==> src/rtl/control_smoother.sv <==
// Brings ADC_SPI_In parameter frames into the fpga_clock domain. The frequency
// glides toward the clamped target once per output sample; scale changes wait for a sample boundary.
module control_smoother #(
  parameter int          DIV_BIT    = 8,
  parameter int          SLEW_SHIFT = 4,
  parameter logic [15:0] FREQ_MIN   = 16'd16,
  parameter logic [15:0] FREQ_MAX   = 16'd24000,
  parameter logic [15:0] RESET_FREQ = 16'd1000
) (
  input  logic               fpga_clock,
  input  logic               reset,
  input  logic [15:0]        i_data0,
  input  logic [15:0]        i_data1,
  input  logic               i_data_received,
  input  logic               i_sample_tick,
  output logic [15:0]        o_frequency,
  output logic [DIV_BIT-1:0] o_harmonic_scale,
  output logic [DIV_BIT-1:0] o_scale_initial,
  output logic               o_update,
  output logic               o_overrun,
  output logic [1:0]         o_cap_state,
  output logic [1:0]         o_gl_state
);

  typedef enum logic [1:0] {
    CAP_IDLE  = 2'd0,
    CAP_LATCH = 2'd1,
    CAP_CLAMP = 2'd2
  } cap_state_t;

  typedef enum logic [1:0] {
    GL_IDLE  = 2'd0,
    GL_CALC  = 2'd1,
    GL_APPLY = 2'd2
  } gl_state_t;

  cap_state_t         cap_state;
  gl_state_t          gl_state;

  logic               strobe_sync1;
  logic               strobe_sync2;
  logic               strobe_hist;
  logic               frame_event;

  logic [15:0]        shadow0;
  logic [15:0]        shadow1;
  logic [15:0]        target;
  logic [15:0]        clamped;
  logic [DIV_BIT-1:0] pend_scale;
  logic [DIV_BIT-1:0] pend_initial;
  logic               pending;
  logic               pend_set;
  logic               pend_clr;

  logic [16:0]        diff;
  logic [16:0]        mag;
  logic [16:0]        calc_diff;
  logic [16:0]        calc_abs;
  logic [16:0]        calc_mag;
  logic [16:0]        step_sum;

  assign o_cap_state = cap_state;
  assign o_gl_state  = gl_state;

  // The strobe is an asynchronous level of arbitrary width; only its rising edge counts.
  always_ff @(posedge fpga_clock) begin
    if (reset) begin
      strobe_sync1 <= 1'b0;
      strobe_sync2 <= 1'b0;
      strobe_hist  <= 1'b0;
    end else begin
      strobe_sync1 <= i_data_received;
      strobe_sync2 <= strobe_sync1;
      strobe_hist  <= strobe_sync2;
    end
  end

  assign frame_event = strobe_sync2 & ~strobe_hist;

  always_comb begin
    clamped = shadow0;
    if (shadow0 < FREQ_MIN) begin
      clamped = FREQ_MIN;
    end else if (shadow0 > FREQ_MAX) begin
      clamped = FREQ_MAX;
    end
  end

  // Capture FSM: the data words are sampled one cycle after the synchronised edge.
  always_ff @(posedge fpga_clock) begin
    if (reset) begin
      cap_state    <= CAP_IDLE;
      shadow0      <= 16'd0;
      shadow1      <= 16'd0;
      target       <= RESET_FREQ;
      pend_scale   <= '0;
      pend_initial <= '1;
    end else begin
      case (cap_state)
        CAP_IDLE: begin
          if (frame_event) begin
            cap_state <= CAP_LATCH;
          end
        end
        CAP_LATCH: begin
          shadow0   <= i_data0;
          shadow1   <= i_data1;
          cap_state <= CAP_CLAMP;
        end
        CAP_CLAMP: begin
          target       <= clamped;
          pend_scale   <= shadow1[DIV_BIT-1:0];
          pend_initial <= shadow1[DIV_BIT +: DIV_BIT];
          cap_state    <= CAP_IDLE;
        end
        default: cap_state <= CAP_IDLE;
      endcase
    end
  end

  assign pend_set = (cap_state == CAP_CLAMP);
  assign pend_clr = (gl_state == GL_APPLY);

  // A new frame landing on the same edge as the apply stays pending and is not an overrun.
  always_ff @(posedge fpga_clock) begin
    if (reset) begin
      pending   <= 1'b0;
      o_overrun <= 1'b0;
    end else begin
      if (pend_set) begin
        pending <= 1'b1;
        if (pending && !pend_clr) begin
          o_overrun <= 1'b1;
        end
      end else if (pend_clr) begin
        pending <= 1'b0;
      end
    end
  end

  always_comb begin
    calc_diff = {1'b0, target} - {1'b0, o_frequency};
    calc_abs  = calc_diff[16] ? (17'd0 - calc_diff) : calc_diff;
    calc_mag  = calc_abs >> SLEW_SHIFT;
    if ((calc_mag == 17'd0) && (calc_diff != 17'd0)) begin
      calc_mag = 17'd1;
    end
  end

  // mag never exceeds |diff|, so the step cannot cross the target.
  assign step_sum = diff[16] ? ({1'b0, o_frequency} - mag) : ({1'b0, o_frequency} + mag);

  always_ff @(posedge fpga_clock) begin
    if (reset) begin
      gl_state         <= GL_IDLE;
      diff             <= 17'd0;
      mag              <= 17'd0;
      o_frequency      <= RESET_FREQ;
      o_harmonic_scale <= '0;
      o_scale_initial  <= '1;
      o_update         <= 1'b0;
    end else begin
      o_update <= 1'b0;
      case (gl_state)
        GL_IDLE: begin
          if (i_sample_tick) begin
            gl_state <= GL_CALC;
          end
        end
        GL_CALC: begin
          diff     <= calc_diff;
          mag      <= calc_mag;
          gl_state <= GL_APPLY;
        end
        GL_APPLY: begin
          if (diff != 17'd0) begin
            o_frequency <= 16'(step_sum);
          end
          if (pending) begin
            o_harmonic_scale <= pend_scale;
            o_scale_initial  <= pend_initial;
          end
          o_update <= 1'b1;
          gl_state <= GL_IDLE;
        end
        default: gl_state <= GL_IDLE;
      endcase
    end
  end

endmodule

==> config.mk <==
export PLATFORM = sky130hd
export DESIGN_NAME = control_smoother
export DESIGN_NICKNAME = d
export VERILOG_FILES = /design/src/rtl/control_smoother.sv
export SDC_FILE = /design/constraint.sdc
export NUM_CORES = 1
export LEC_CHECK = 0
export ABC_AREA = 0
export CORE_MARGIN = 3
export CORE_UTILIZATION = 25
export DETAILED_ROUTE_END_ITERATION = 10
export SLEW_MARGIN = 25
export SYNTH_ARGS = -nofsm -noshare
export SYNTH_HDL_FRONTEND = slang
export SYNTH_SLANG_ARGS = --single-unit
==> constraint.sdc <==
create_clock -name fpga_clock -period 8.45 [get_ports fpga_clock]
set_clock_uncertainty 0.15 [all_clocks]
set_input_delay 1.69 -clock fpga_clock [delete_from_list [all_inputs] [get_ports fpga_clock]]
set_output_delay 1.69 -clock fpga_clock [all_outputs]
set_load 0.1 [all_outputs]
* Word-level counts from Yosys, hierarchy flattened
Cells that the tools add are included.
** Operators by class
- $add $sub $neg :: 4
- $mul :: 0
- Divide/modulo/power cells :: 0
- Order comparisons :: 2
- Eq/ne operators :: 6
- Shift operators :: 0
- Muxes and demuxes :: 12
- Bitwise operators :: 2
- Reduce and logical (&&, ||, !) cells :: 12
** Operator list (number)
- $mux W16 :: 3
- $reduce_bool A17 Y1 :: 2
- $logic_not A17 Y1 :: 1
- $mux W17 :: 1
- $sub A1 B17 Y17 const A :: 1
- $sub A16 B16 Y17 :: 1
- $add A16 B13 Y16 :: 1
- $gt A16 B15 Y1 const B :: 1
- $lt A16 B5 Y1 const B :: 1
- $sub A16 B13 Y16 :: 1
- $mux W13 :: 1
- $pmux W2 S2 :: 2
- $reduce_and A2 Y1 :: 3
- $eq A2 B1 Y1 const B :: 2
- $eq A2 B2 Y1 const B :: 2
- $logic_not A2 Y1 :: 2
- $mux W2 :: 2
- $ne A2 B2 Y1 const B :: 2
- $mux W1 :: 3
- $logic_and A1 B1 Y1 :: 2
- $reduce_bool A2 Y1 :: 1
- $and A1 B1 Y1 :: 1
- $logic_not A1 Y1 :: 1
- $not A1 Y1 :: 1
** Word-level totals
- Register bits after elaboration :: 136
- Bits in latches :: 0
- Memory bits (writable) :: 0
- Bits in read-only memories :: 0
- Input port bits :: 36
- Word-level logic and storage cells :: 56
- Memories kept :: 0

* Logic depth before layout (Yosys ltp)
Gate-level depths: netlist of the first run.
- Depth after elaboration :: 6
- Mapped depth :: 15
- Depth with buffers taken out :: 15

* Worst setup path before layout of the first run
OpenSTA, ideal clock, no wires.
- Kind :: register to register
- Start point :: register o_frequency[1]
- End point :: register mag[0]
- Library setup time :: 0.059 ns
- Data arrival time :: 3.697 ns
- Data required time :: 8.241 ns
- Slack :: 4.544 ns
- Cell stages (with the launch flop) :: 12
- Cells stage by stage :: dfxtp_1 -> inv_1 -> ha_1 -> nor2b_4 -> o2111a_1 -> or4_4 -> a2111oi_0 -> o21bai_1 -> xnor2_1 -> or4_1 -> o22ai_1 -> a221o_1
** On the way
- Cells in the longest elaborated chain, start to end :: 6
** Ends and longest elaborated chain
- start: declaration :: line 16 : output logic [15:0] o_frequency,
- start signal: assignment :: line 177 : o_frequency <= 16'(step_sum);
- $sub A16 B16 Y17 (*) :: line 142 : calc_diff = {1'b0, target} - {1'b0, o_frequency};
- $sub A1 B17 Y17 :: line 143 : calc_abs = calc_diff[16] ? (17'd0 - calc_diff) : calc_diff;
- $mux W17 :: line 143
- $logic_not A17 Y1 :: line 145 : if ((calc_mag == 17'd0) && (calc_diff != 17'd0)) begin
- $logic_and A1 B1 Y1 :: line 145
- $mux W13 (*) :: line 145
- end signal: assignment :: line 172 : mag <= calc_mag;
- end: declaration :: line 56 : logic [16:0] mag;
Mark *: on every way between the ends. The rest lies on a longest branch, timed or not.
A chain may end at the register's enable or synchronous reset.

* Worst setup path in the final report of the first run
- Start point :: register o_frequency[1]
- End point :: output port o_frequency[1]
No word-level cell between the ends.

==> results of run 1 <==
## final timing paths
check	endpoint	slack (ps)
max	o_frequency[1]	4450
min	o_cap_state[0]$_SDFFE_PP0P_	240
max reg2reg	o_frequency[15]$_SDFFE_PP0P_	4720
min reg2reg	o_cap_state[0]$_SDFFE_PP0P_	240
## metal layers
layer	part of all wire [%]	vias up	track usage, %
li1	-	3051	-
met4	0.64	0	2.54
met3	3.0	6	3.18
met5	0	-	0
met1	53	2668	17.2
met2	43	77	16.9
## logic make-up after synthesis
kind of cell,Yosys count
buffers and inverters,78
DFF,136
AOI/OAI and AO/OA,219
and+or+nand+nor,336
adders and majority gates,34
muxes,5
xor gates and xnor gates,43
## layout by cell type (no fill, tap or decap), drive strengths merged, types with 14 or more instances in the layout
cell type      netlist  routed
clkdlybuf4s50        0      72
dfxtp              136     136
ha                  32      32
nor2b               16      16
a21oi               99      99
o21ai               44      44
inv                 36      36
xnor2               29      29
nand2              179     179
nor3                15      15
nor2                60      60
clkbuf              38      24
xor2                14      14
nand3               26      26
## through the flow
| stage | std cells | total power, mW | area [um2] |
|---|---|---|---|
| finish | 1255 | 2.94 | 8360 |
| global route | 1255 | 3.17 | 8360 |
| CTS | 1255 | 2.95 | 8360 |
| detailed placement | 1223 | 2.21 | 7780 |
| global placement | 1223 | 2.20 | 7770 |
| floorplan | 851 | 1.94 | 6730 |
## flip-flops by register name, indices dropped and copies added (netlist names), 2 cells and up
signal            flops
diff                 17
o_frequency          16
shadow0              16
shadow1              16
target               16
mag                  13
o_harmonic_scale      8
o_scale_initial       8
pend_initial          8
pend_scale            8
o_cap_state           2
o_gl_state            2
## power by group
part	total [mW]	switching [mW]	internal, mW
sequential	0.731	0.0468	0.684
combinational	1.48	0.852	0.631
clock	0.727	0.264	0.464
## area by class of cell
class / instances / area, um2
inverter: 36 / 135
tap: 335 / 419
sequential: 136 / 2720
timing repair buffer: 79 / 771
fill: 2781 / 17900
clock inverter: 8 / 93.8
multi-input combinational: 637 / 3730
clock buffer: 24 / 492
==> impl_results.md, run 1 <==
- Die H: 170 um
- Per-cell routed wire length: 13.4 um
- CTS tree: yes
- Vias per Instance: 4.62
- Crit path setup slack, layout: 4450 ps
- Pin count of the biggest net entering global routing: 51
- Slew at the pin closest to its max-slew limit: 1010 ps
- Core Region: 0.0263 mm2
- PwrDens: 352 mW/mm2
- Ys flop type: dfxtp_1
- CP max FO: 6
- Final hold viol count: 0
- Post-Synthesis Cells: 851
- Synth cell types: 62
- Final core utilization: 31.8%
- Crit-path max cell delay: 1220 ps
- GRT overflow: 0
- GPL Wtd Cong: 0.791
- Antenna violations before repair: 0
- Worst hold path type: flip-flop to flip-flop
- CP Cell Sequence: clkdlybuf4s50_1
- Period utilization: 47.3%
- Layout cell share with drive strength beyond 1: 5.43%
- Critical Path AT: 2160 ps
- EDFF count, synth: 0
- Peak Freq: 250 MHz
- Final Hold Slack: 240 ps
- Die width: 170 um
- Largest family of logic cells by synthesized area: simple AND/OR/NAND/NOR gates
- DRC viols: 0
- Clk_lat worst skew: 410 ps
- Synthesized cell area: 0.00673 mm2
- Starting Density: 25.6%
- Ys Warns: 0
- Post-Synth Simple-Gate Area: 22.4%
- Post-synth top cells: nand2_1 (179), dfxtp_1 (136), a21oi_1 (99), nor2_1 (60), clkbuf_1 (38)
- Area Growth Syn to Fin: 24.3%
- WP buf/inv: 1
- Reg2reg start: diff[16]$_SDFFE_PP0N_
- Cell row count: 59
- Seq/Total Area, Yosys: 40.5%
- CP Capture Type: output pin
- CP startpoint: o_frequency[1]$_SDFFE_PP0P_
- H-tree depth: 4
- Setup TNS Final: 0 ps
- Cell taking the most area after synthesis: dfxtp_1
- Final ANT Viol Nets: 0
- CP top delay family: buffers and inverters
- Hold-fix buffers at CTS: 0
- DR iter-0 viols: 442
- First-pass GRT wire length: 27100 um
- Mapped Nets: 921
- Port Buffers: 73
- Nets: 977
- ANT cells: 0
- Post-Synth XOR/XNOR Area: 5.60%
- Post_cts resized: 0
- VDD IR max: 0.159 mV
- Hold Path Origin: strobe_hist$_SDFF_PP0_
- Number of global-route vias before repair: 5245
- Gr usage total: 11.7%
- Synth top area cells: dfxtp_1 (40%), nand2_1 (10%), a21oi_1 (7.4%)
- Reg clk slew, reported paths: 50 ps
- Fin. max-slew vios: 0
- Post-synth top area share: 40.5%
- Setup WS pre-CTS: 4640 ps
- Pre-Repair DR Iteration Count: 5
- Die ar.: 0.0289 mm2
- Post-Route WL: 16800 um
- Worst Path Required: 6610 ps
- Leak: 3.26 nW
- Post-Syn Area per Cell: 7.91 um2
- RSZ-0062 raised after global routing: no
- Worst r2r path cells: 11
- Multiplexer share of the synthesized area: 0.744%
- Detailed placer's ending HPWL: 12300 um
- Most common cell in the synthesized netlist: nand2_1
- CP max stage cell: clkdlybuf4s50_1
- Share of flip-flops with an asynchronous set or reset: 0%
- Tmin final: 4000 ps
- Total I/O pin count: 74
- Area share of fa/ha/maj cells after synthesis: 6.55%
- Final setup fails: 0
- Post-CTS setup buffers: 0
- Root Buffer: clkbuf_16
- Startpoint class of the critical path: flip-flop
- Deepest clock path buffer count: 2
- Max-slew headroom: 32.4%
- Synth Area in Compound Gates: 19.8%
- CTS Buf Count: 17
- Max_cap viols: 0
- Count of state elements after synthesis: 136
- Status: complete, no violations
- Hold Path Depth: 1
- Sink Count: 136
- Routed vias: 5802
- Critical Path Stages: 1
- Crit path kind: flip-flop to output pin
(Power assumes the default switching activity.)
==> run 2, diff against run 1 <==
- clock period: 8.45 -> 3.4 ns (I/O delays scaled with it)
==> impl_results.md, run 2 (synthesis results as in run 1) <==
- Root Buffer: clkbuf_16 (unchanged)
- Die width: 170 um (unchanged)
- PwrDens: 901 mW/mm2 (was 352 mW/mm2)
- Die H: 170 um (unchanged)
- CP Capture Type: flip-flop (was output pin)
- Fin. max-slew vios: 0 (unchanged)
- Nets: 1000 (was 977)
- Startpoint class of the critical path: flip-flop (unchanged)
- CP max FO: 7 (was 6)
- Detailed placer's ending HPWL: 13100 um (was 12300 um)
- Total power draw: 7.63 mW (was 2.94 mW)
- Core Region: 0.0263 mm2 (unchanged)
- Worst Path Required: 3550 ps (was 6610 ps)
- Deepest clock path buffer count: 2 (unchanged)
- Routed vias: 5974 (was 5802)
- Cell row count: 59 (unchanged)
- Period utilization: 96.0%
- Vias per Instance: 4.67 (was 4.62)
- Reg with most FFs: diff (unchanged)
- Total I/O pin count: 74 (unchanged)
- Critical Path AT: 3410 ps (was 2160 ps)
- Status: complete, no violations (unchanged)
- Crit path setup slack, layout: 135 ps (was 4450 ps)
- Sink Count: 136 (unchanged)
- Layout cell share with drive strength beyond 1: 13.9% (was 5.43%)
- Die ar.: 0.0289 mm2 (unchanged)
- Crit path kind: flip-flop to flip-flop (was flip-flop to output pin)
- Final setup fails: 0 (unchanged)
- Max reg flops: 17 (unchanged)
- DR iter-0 viols: 452 (was 442)
- First-pass GRT wire length: 28500 um (was 27100 um)
- Commonest non-fill, non-tap cell in the layout: nand2_1 (unchanged)
- Max-slew headroom: 54.1% (was 32.4%)
- Most frequent cells in the layout: nand2_1 (179), dfxtp_1 (124), a21oi_1 (98), buf_4 (67), nor2_1 (60) (was nand2_1 (179), dfxtp_1 (136), a21oi_1 (98), clkdlybuf4s50_1 (72), nor2_1 (60))
- Tmin final: 3260 ps
- Setup WS pre-CTS: 113 ps (was 4640 ps)
- CTS Buf Count: 17 (unchanged)
- Worst hold path type: flip-flop to flip-flop (unchanged)
- ANT cells: 0 (unchanged)
- Starting Density: 25.6% (unchanged)
- Max_cap viols: 0 (unchanged)
- Post-Route WL: 17900 um (was 16800 um)
- Leak: 3.41 nW (was 3.26 nW)
- CTS tree: yes (unchanged)
- DRC viols: 0 (unchanged)
- Slew at the pin closest to its max-slew limit: 688 ps (was 1010 ps)
- Per-cell routed wire length: 14.0 um (was 13.4 um)
- Pin count of the biggest net entering global routing: 49 (was 51)
- Area Growth Syn to Fin: 25.9% (was 24.3%)
- GPL Wtd Cong: 0.838 (was 0.791)
- Clk_lat worst skew: 420 ps (was 410 ps)
- Final ANT Viol Nets: 0 (unchanged)
- Number of global-route vias before repair: 5600 (was 5245)
- Pre-Repair DR Iteration Count: 5 (unchanged)
- Antenna violations before repair: 0 (unchanged)
- Peak Freq: 306 MHz
- Port Buffers: 73 (unchanged)
- Gr usage total: 12.2% (was 11.7%)
- GRT overflow: 0 (unchanged)
- VDD IR max: 0.417 mV (was 0.159 mV)
- H-tree depth: 4 (unchanged)
- Final hold viol count: 0 (unchanged)
- Reg clk slew, reported paths: 60 ps (was 50 ps)
## run 2: cell count changes in the layout (fill, tap and decap cells not counted), moves of 2 or more
cell and delta:
dfxtp_4 +2, inv_4 +2, clkinvlp_4 +3, clkbuf_8 -3
nor2b_2 +2, dfxtp_1 -12, clkdlybuf4s50_1 -38, dfxtp_2 +10
buf_4 +61, nor2b_1 -2
## run 2: final cells by class
type / count / area (um2)
clock buffers: 20 / 447
clock inverters: 12 / 124
fillers: 2791 / 17800
inverters: 36 / 135
multi-input cells: 637 / 3750
flip-flops and latches: 136 / 2740
well taps: 335 / 419
repair buffers: 102 / 848
## run 2: where the power goes
| part | internal [mW] | total (mW) | switching (mW) |
|---|---|---|---|
| logic | 1.81 | 4.02 | 2.21 |
| registers | 1.70 | 1.82 | 0.119 |
| clock network | 1.10 | 1.79 | 0.696 |
## run 2: worst paths after layout
check / depth (start not counted) / from / end / slack (ps)
worst min-delay path: 1 / strobe_hist$_SDFF_PP0_ / o_cap_state[0]$_SDFFE_PP0P_ / 250
worst min register to register: 1 / strobe_hist$_SDFF_PP0_ / o_cap_state[0]$_SDFFE_PP0P_ / 250
worst max register to register: 12 / o_frequency[0]$_SDFFE_PP0P_ / mag[11]$_SDFFE_PP0N_ / 140
worst max-delay path: 12 / o_frequency[0]$_SDFFE_PP0P_ / mag[11]$_SDFFE_PP0N_ / 140
## run 2: per-stage QoR
step	setup TNS, ps	cell area [um2]	std cells	util, %	hold slack (ps)
after floorplan	-53.1	6750	851	-	224
after CTS	0	8420	1275	32.0	250
after global routing	-15.3	8470	1278	32.2	262
after detailed placement	0	7850	1243	29.9	239
after global placement	0	7850	1243	29.9	230
final	0	8470	1278	32.2	248
## run 2: worst max-delay path: stages, from the launching register on
cell and delay, ps:
dfxtp_2 350, ha_1 260, fa_2 380, nor2b_2 180, o31a_1 160, a21oi_1 110
a211oi_4 270, or3b_4 440, nor4_4 260, buf_4 180, a41oi_1 140, xor2_1 170
o21ai_1 70
## run 2: timing repair
action / in CTS / in global routing
hold endpoints to repair: 0 / 0
endpoints found under the setup margin: 0 / 8
hold buffers: 0 / 0
setup buffers: 0 / 3
resized for setup: 0 / 10
## run 2: routing by layer
layer / vias to the layer above / wire length (um) / GRT usage [%]
li1: 3094 / - / -
met1: 2764 / 8960 / 17.2
met2: 102 / 7960 / 18.9
met3: 14 / 728 / 2.62
met4: 0 / 201 / 3.17
met5: - / 0 / 0
==> run 3, diff against run 2 <==
- PLACE_DENSITY: default -> 0.42
==> impl_results.md, run 3 (synthesis results as in run 1) <==
- Status: complete, no violations (unchanged)
- Fin area: 0.00856 mm2 (was 0.00847 mm2)
- Startpoint class of the critical path: flip-flop (unchanged)
- Die width: 170 um (unchanged)
- Placement Cell Area: 0.00791 mm2 (was 0.00785 mm2)
- Deepest clock path buffer count: 2 (unchanged)
- Reg2reg start: target[0]$_SDFFE_PP0P_ (was o_frequency[0]$_SDFFE_PP0P_)
- Sink Count: 136 (unchanged)
- Period utilization: 95.2% (was 96.0%)
- CTS tree: yes (unchanged)
- H-tree depth: 4 (unchanged)
- Worst hold path type: flip-flop to flip-flop (unchanged)
- Reg clk slew, reported paths: 70 ps (was 60 ps)
- Area Growth Syn to Fin: 27.3% (was 25.9%)
- Crit path kind: flip-flop to flip-flop (unchanged)
- RSZ-0062 raised after global routing: no
- Detailed placer's ending HPWL: 14300 um (was 13100 um)
- Commonest non-fill, non-tap cell in the layout: nand2_1 (unchanged)
- Critical Path AT: 3390 ps (was 3410 ps)
- Clk_lat worst skew: 420 ps (about the same)
- Worst Path Required: 3560 ps (was 3550 ps)
- Hold Path Depth: 1 (unchanged)
- Tmin final: 3240 ps (was 3260 ps)
- Slew at the pin closest to its max-slew limit: 738 ps (was 688 ps)
- VDD IR max: 0.291 mV (was 0.417 mV)
- Die ar.: 0.0289 mm2 (unchanged)
- Total I/O pin count: 74 (unchanged)
- Final setup fails: 0 (unchanged)
- Pre-Repair DR Iteration Count: 5 (unchanged)
- GRT overflow: 0 (unchanged)
- Leak: 3.47 nW (was 3.41 nW)
- Gr usage total: 13.5% (was 12.2%)
- Per-cell routed wire length: 15.1 um (was 14.0 um)
- PwrDens: 903 mW/mm2 (was 901 mW/mm2)
- DR iter-0 viols: 419 (was 452)
- Cell row count: 59 (unchanged)
- Antenna violations before repair: 0 (unchanged)
- Starting Density: 25.6% (unchanged)
- DRC viols: 0 (unchanged)
- Number of global-route vias before repair: 5648 (was 5600)
- Fill count: 2807 (was 2791)
- Post-Route WL: 19400 um (was 17900 um)
- Setup TNS Final: 0 ps (unchanged)
- Port Buffers: 73 (unchanged)
- Reg2Reg Setup Slack: 160 ps (was 140 ps)
- Nets: 1010 (was 1000)
- Max-slew headroom: 50.7% (was 54.1%)
- Vias per Instance: 4.63 (was 4.67)
- Final hold viol count: 0 (unchanged)
- GPL Wtd Cong: 0.819 (was 0.838)
- Worst r2r path cells: 13 (was 12)
- Fin. max-slew vios: 0 (unchanged)
- Reg2reg end: mag[11]$_SDFFE_PP0N_ (unchanged)
- Layout cell share with drive strength beyond 1: 15.7% (was 13.9%)
- Core Region: 0.0263 mm2 (unchanged)
- Hold path endpoint: o_cap_state[0]$_SDFFE_PP0P_ (unchanged)
- Root Buffer: clkbuf_16 (unchanged)
- Die H: 170 um (unchanged)
- CP Capture Type: flip-flop (unchanged)
- CP max FO: 7 (unchanged)
- Hold-fix buffers at CTS: 0 (unchanged)
- Final Hold Slack: 248 ps (about the same)
- CTS Buf Count: 17 (unchanged)
- Max_cap viols: 0 (unchanged)
- First-pass GRT wire length: 30900 um (was 28500 um)
- Final ANT Viol Nets: 0 (unchanged)
- ANT cells: 0 (unchanged)
- Pin count of the biggest net entering global routing: 45 (was 49)
- Routed vias: 5957 (was 5974)
- Max reg flops: 17 (unchanged)
- Most frequent cells in the layout: nand2_1 (179), dfxtp_1 (124), a21oi_1 (97), buf_4 (77), nor2_1 (59) (was nand2_1 (179), dfxtp_1 (124), a21oi_1 (98), buf_4 (67), nor2_1 (60))
- Reg with most FFs: diff (unchanged)
- Peak Freq: 309 MHz (was 306 MHz)
- Hold Path Origin: strobe_hist$_SDFF_PP0_ (unchanged)
-- run 3: cell count changes in the layout (fill, tap and decap cells not counted), sizes merged --
| cell | before | now |
|---|---|---|
| clkbuf | 20 | 17 |
| clkinvlp | 3 | 1 |
| inv | 39 | 45 |
| bufinv | 2 | 0 |
| clkinv | 4 | 5 |
| buf | 68 | 78 |
-- run 3: report_power, final --
part | internal, mW | switching [mW]
combinational | 1.86 | 2.29
sequential | 1.70 | 0.110
clock | 0.962 | 0.812
total | 4.52 | 3.22
-- run 3: metrics by stage --
stage	cells	total power, mW	setup WS (ps)	utilization [%]
4_1_cts	1285	7.71	16.2	32.3
3_3_place_gp	1252	5.89	9.30	30.1
5_1_grt	1288	8.39	2.84	32.6
6_report	1288	7.74	165	32.6
2_1_floorplan	851	4.83	-53.1	-
3_5_place_dp	1252	5.86	-32.4	30.1
-- run 3: final cells by class --
| class | count | area [um2] | share of cell area, % |
|---|---|---|---|
| clock inverter | 15 | 130 | 1.52 |
| clock buffer | 17 | 425 | 4.97 |
| multi-input combinational | 637 | 3790 | 44.2 |
| inverter | 36 | 135 | 1.58 |
| sequential | 136 | 2740 | 32.0 |
| timing repair buffer | 112 | 923 | 10.8 |
| tap | 335 | 419 | 4.89 |
-- run 3: worst max-delay path: stages, from the launching register on --
cell and delay (ps):
dfxtp_1 340, inv_1 60, ha_2 200, fa_2 400, nor2b_4 150, o31a_1 170
a21oi_2 80, a211oi_4 260, or3b_4 430, nor4_4 260, buf_4 180, a41oi_1 140
xor2_1 230, o21ai_1 70
-- run 3: worst max-delay path by stage --
| stage | from | to | cells past startpoint |
|---|---|---|---|
| after CTS | mag[0]$_SDFFE_PP0N_ | o_frequency[15]$_SDFFE_PP0P_ | 15 |
| after floorplan | o_frequency[3]$_SDFFE_PP1P_ | mag[0]$_SDFFE_PP0N_ | 11 |
| after global placement | target[0]$_SDFFE_PP0P_ | mag[7]$_SDFFE_PP0N_ | 12 |
| final | target[0]$_SDFFE_PP0P_ | mag[11]$_SDFFE_PP0N_ | 13 |
| after global routing | mag[0]$_SDFFE_PP0N_ | o_frequency[15]$_SDFFE_PP0P_ | 15 |
| after detailed placement | target[0]$_SDFFE_PP0P_ | mag[11]$_SDFFE_PP0N_ | 12 |
-- run 3: layer usage --
layer / share of wire (%) / GRT usage (%)
met5: 0 / 0
met3: 2.4 / 2.58
met2: 44 / 20.6
met4: 1.0 / 3.70
met1: 52 / 19.6
-- run 3: timing repair --
item	4_1_cts	5_1_grt
pin swaps	2	4
buffers inserted	1	3
resized for setup	3	15
endpoints found under the hold margin	0	0
setup endpoints to repair	4	13
